===== src/rtl/mux4_1.sv =====
// 4-to-1 multiplexer: combinational output plus a registered copy,
// the select captured alongside it, and a one-cycle change strobe.
module mux4_1 #(
    parameter int unsigned WIDTH = 1
) (
    input  logic             clk,
    input  logic             rst_n,
    input  logic [WIDTH-1:0] a,
    input  logic [WIDTH-1:0] b,
    input  logic [WIDTH-1:0] c,
    input  logic [WIDTH-1:0] d,
    input  logic [1:0]       S,
    input  logic             en,
    output logic [WIDTH-1:0] out,
    output logic [WIDTH-1:0] out_r,
    output logic [1:0]       sel_r,
    output logic             chg
);

    // An unknown select propagates as X in simulation and is a don't-care for synthesis.
    always_comb begin
        out = 'x;
        case (S)
            2'b00:   out = a;
            2'b01:   out = b;
            2'b10:   out = c;
            2'b11:   out = d;
            default: out = 'x;
        endcase
    end

    // The first capture is allowed on the first rising edge after release,
    // so reset is applied directly rather than through a release delay.
    always_ff @(posedge clk or negedge rst_n) begin
        if (!rst_n) begin
            out_r <= '0;
            sel_r <= '0;
            chg   <= 1'b0;
        end else if (en) begin
            out_r <= out;
            sel_r <= S;
            chg   <= (out != out_r);
        end else begin
            chg   <= 1'b0;
        end
    end

endmodule


===== config.mk =====
export PLATFORM = sky130hd
export DESIGN_NAME = mux4_1
export DESIGN_NICKNAME = d
export VERILOG_FILES = /design/src/rtl/mux4_1.sv
export SDC_FILE = /design/constraint.sdc
export NUM_CORES = 1
export LEC_CHECK = 0
export BUFFER_PORTS_ARGS = -buffer_cell sky130_fd_sc_hd__buf_2
export CAP_MARGIN = 10
export CORE_AREA = 2 2 39 41
export CTS_BUF_LIST = sky130_fd_sc_hd__clkbuf_4 sky130_fd_sc_hd__clkbuf_8 sky130_fd_sc_hd__clkbuf_16
export DETAILED_ROUTE_END_ITERATION = 16
export DIE_AREA = 0 0 41 43
export PLACE_DENSITY = 0.41
export SYNTH_ARGS = -nofsm -noshare
export SYNTH_HDL_FRONTEND = slang
export SYNTH_SLANG_ARGS = --single-unit

===== constraint.sdc =====
create_clock -name clk -period 1.1 [get_ports clk]
set_input_delay 0.11 -clock clk [delete_from_list [all_inputs] [get_ports clk]]
set_output_delay 0.11 -clock clk [all_outputs]
set_load 0.01 [all_outputs]

==> metrics.md <==
| Metric | Value |
|---|---|
| Synth unique cells | 5 |
| Largest net degree at the start of global routing | 5 |
| All-layer global routing usage | roughly 6.2% |
| Hold Crit Class | in2reg |
| Final hold slack | ~0.14 ns |
| Die Wd | slightly above 40 um |
| Die footprint | 1760 um2 |
| Avg Synthesized Cell Area | 17.1 um2 |
| Fill cells | roughly 150 |
| PD cells | about 1500 nW/um2 |
| Part of the power in registers | between 30 and 40% |
| Final worst-path cycle share | a little over 90% |
| Status | finished, final reports clean |
| Startpoint Class | input port |
| Final Wtd Congestion | approximately 0.63 |
| Worst Reg2Reg Path Length in Cells | 2 |
| Worst endpoint data arrival time | about 1.1 ns |
| CTS root buf | clkbuf_4 |
| Slew Limit Headroom | between 90 and 100% |
| DR vias | about 160 |
| I/O Buffers | 13 |
| # DRC | 0 |
| Slowest cell on crit path | mux4_2 |
| Routed Antenna Nets | 0 |
| Critical Path, Cell by Cell | buf_2 > mux4_2 > buf_4 > xor2_1 > and2_1 |
| Initial Utilization | between 10% and 20% |
| Vias in the first global route | about 160 |
| WL per Instance | 9.05 um |
| Required @ worst endpoint | around 1.2 ns |
| Reg2reg setup slack | roughly 0.30 ns |
| Clock Sinks | 4 |
| Top Family by Delay on Critical Path | multiplexers |
| Top cells by area, synth | dfrtp_1, mux2_2, mux4_2, xor2_1, and2_1 |
| Post-Syn Nets | 19 |
| Crit-path max FO | 2 |
| WS Path Type | in2reg |
| Std cell rows | 14 |
| Vias per cell | 3.59 |
| Final setup vio count | 0 |
| PostCTS Resize Cnt | 0 |
| Worst Skew | 0.0000444 ns |
| Layout Area Growth over Synthesis | 73.0% |
| R2r startpoint | out_r |
| Hold Startpoint | S[1] |
| Initial antenna violation count | 0 |
| Critical path's largest stage delay | between 0.5 and 0.6 ns |
| Worst setup margin | slightly above 0.08 ns |
| Share of layout cells above drive strength 1 | between 70% and 80% |
| Synth Warn # | 0 |
| # IOs | 14 |
| Post-Place Worst Slack | -0.0664 ns |
| Crit. End Element | flop |
| Power Total | 450 uW |
| #FFs+latches synth | 4 |
| Slew Limit Fails | 0 |
| Buf/Inv on CP | 2 |
| Placed Cells | 40 |
| Fmax | 0.983 GHz |
| Hold Path Stages | 2 |
| Die Ht | 43 um |
| Hold Path End | sel_r[1] |
| Initial drt markers | 1 |
| RSZ-0062 raised after global routing | false |
| Sw frac | a little under a quarter |
| Psw | between 100 and 150 uW |
| Fin nets | 39 |
| Leak Pwr | roughly 0.15 nW |
| TritonRoute pass-1 iters | 4 |
| Max-Cap Viols | 0 |
| Period minus WS final | 1.02 ns |
| Clock slew at reported path FFs | around 0.040 ns |
| P_int | 343 uW |
| CTS tree | done |
| Worst IR Drop VDD | about 0.47 mV |
| ANT cells | 0 |
| CTS Buffer Depth | 2 |
| Gr ovfl total | 0 |
| H-tree levels | 1 |
| Sequential share of the synthesized area | 58.4% |
| First-pass GRT wire length | around 630 um |
| Synth top area share | 58.4% |
| TritonCTS buffer count | 3 |
| Yosys top cell by area | dfrtp_1 |
| Reg2reg end | chg |
| Part of the power in the clock network | around 40% |
| Post-Layout Cell Count | 44 |
| WL final | 398 um |
| Worst skew pair latency | 0.24 ns |
| Mapped cell area | approximately 170 um2 |
| Mapped Cells | 10 |
| Worst-Margin Slew | 0.101 ns |
| Comb pwr share | a little over a fifth |
| Core box area | roughly 1400 um2 |
| Final hold vios | 0 |
cells in the final DEF (no fill, tap or decap):
cell type	count
and2_1	1
buf_2	13
buf_4	1
clkbuf_4	3
dfrtp_1	4
dlygate4sd3_1	1
mux2_2	3
mux4_2	1
xor2_1	1
cells in the mapped netlist, drive strengths merged:
cell	n
mux4	1
and2	1
xor2	1
mux2	3
dfrtp	4
cell families (layout without fill, tap and decap cells):
group	count (synthesis)	in the layout	synth area share (%)
DFF	4	4	58.4
xor gates and xnor gates	1	1	5.11
muxes	4	4	32.8
and+or+nand+nor	1	1	3.65
buffers and inverters	0	18	0
power by group through the flow:
stage / logic [mW] / registers (mW) / clock network [mW]
after floorplan: 0.0321 / 0.187 / 0
after global placement: 0.0893 / 0.177 / 0
after detailed placement: 0.0923 / 0.178 / 0
after CTS: 0.0952 / 0.176 / 0.189
after global routing: 0.104 / 0.179 / 0.202
final: 0.0938 / 0.175 / 0.181
layer usage:
metal  vias up  track usage (%)  wire (um)
met5         -                0          0
met4         0             2.00          0
met3         0             8.38        102
met2        17             5.94        127
met1        69             7.52        168
li1         72                -          -
sequential cells by signal (all words and copies together), names as in the netlist:
name	flops
sel_r	2
chg	1
out_r	1
worst reg2reg max path: cells and delay by family, from the launching register on:
kind	cells	cell delay (ns)
xor+xnor	1	0.16
simple gates	1	0.15
flops	1	0.39
layout make-up:
type | count | area (um2) | share of cell area (%)
Tap cell | 16 | 20.0 | 6.75
Sequential cell | 4 | 100 | 33.8
Multi-Input combinational cell | 6 | 71.3 | 24.1
Clock buffer | 3 | 22.5 | 7.59
Timing Repair Buffer | 15 | 82.6 | 27.8
what timing repair did:
item	4_1_cts	5_1_grt
setup buffers	1	0
setup endpoints to repair	1	0
endpoints found under the hold margin	4	0
hold buffers	1	0
worst max-delay path by stage:
stage / from / endpoint / cells after the start
after global routing: S[0] / chg / 5
final: S[0] / chg / 5
after detailed placement: S[0] / chg / 4
after floorplan: S[0] / chg / 3
after global placement: S[0] / chg / 4
after CTS: S[0] / chg / 5
stage by stage:
stage               cell area, um2  setup TNS (ns)  util [%]
global route                   297               0      21.4
global placement               264         -0.0720      19.1
finish                         297               0      21.4
detailed placement             264          -0.150      19.1
floorplan                      171               0         -
CTS                            297               0      21.4
Note: power is estimated with default switching activity, not from simulation.
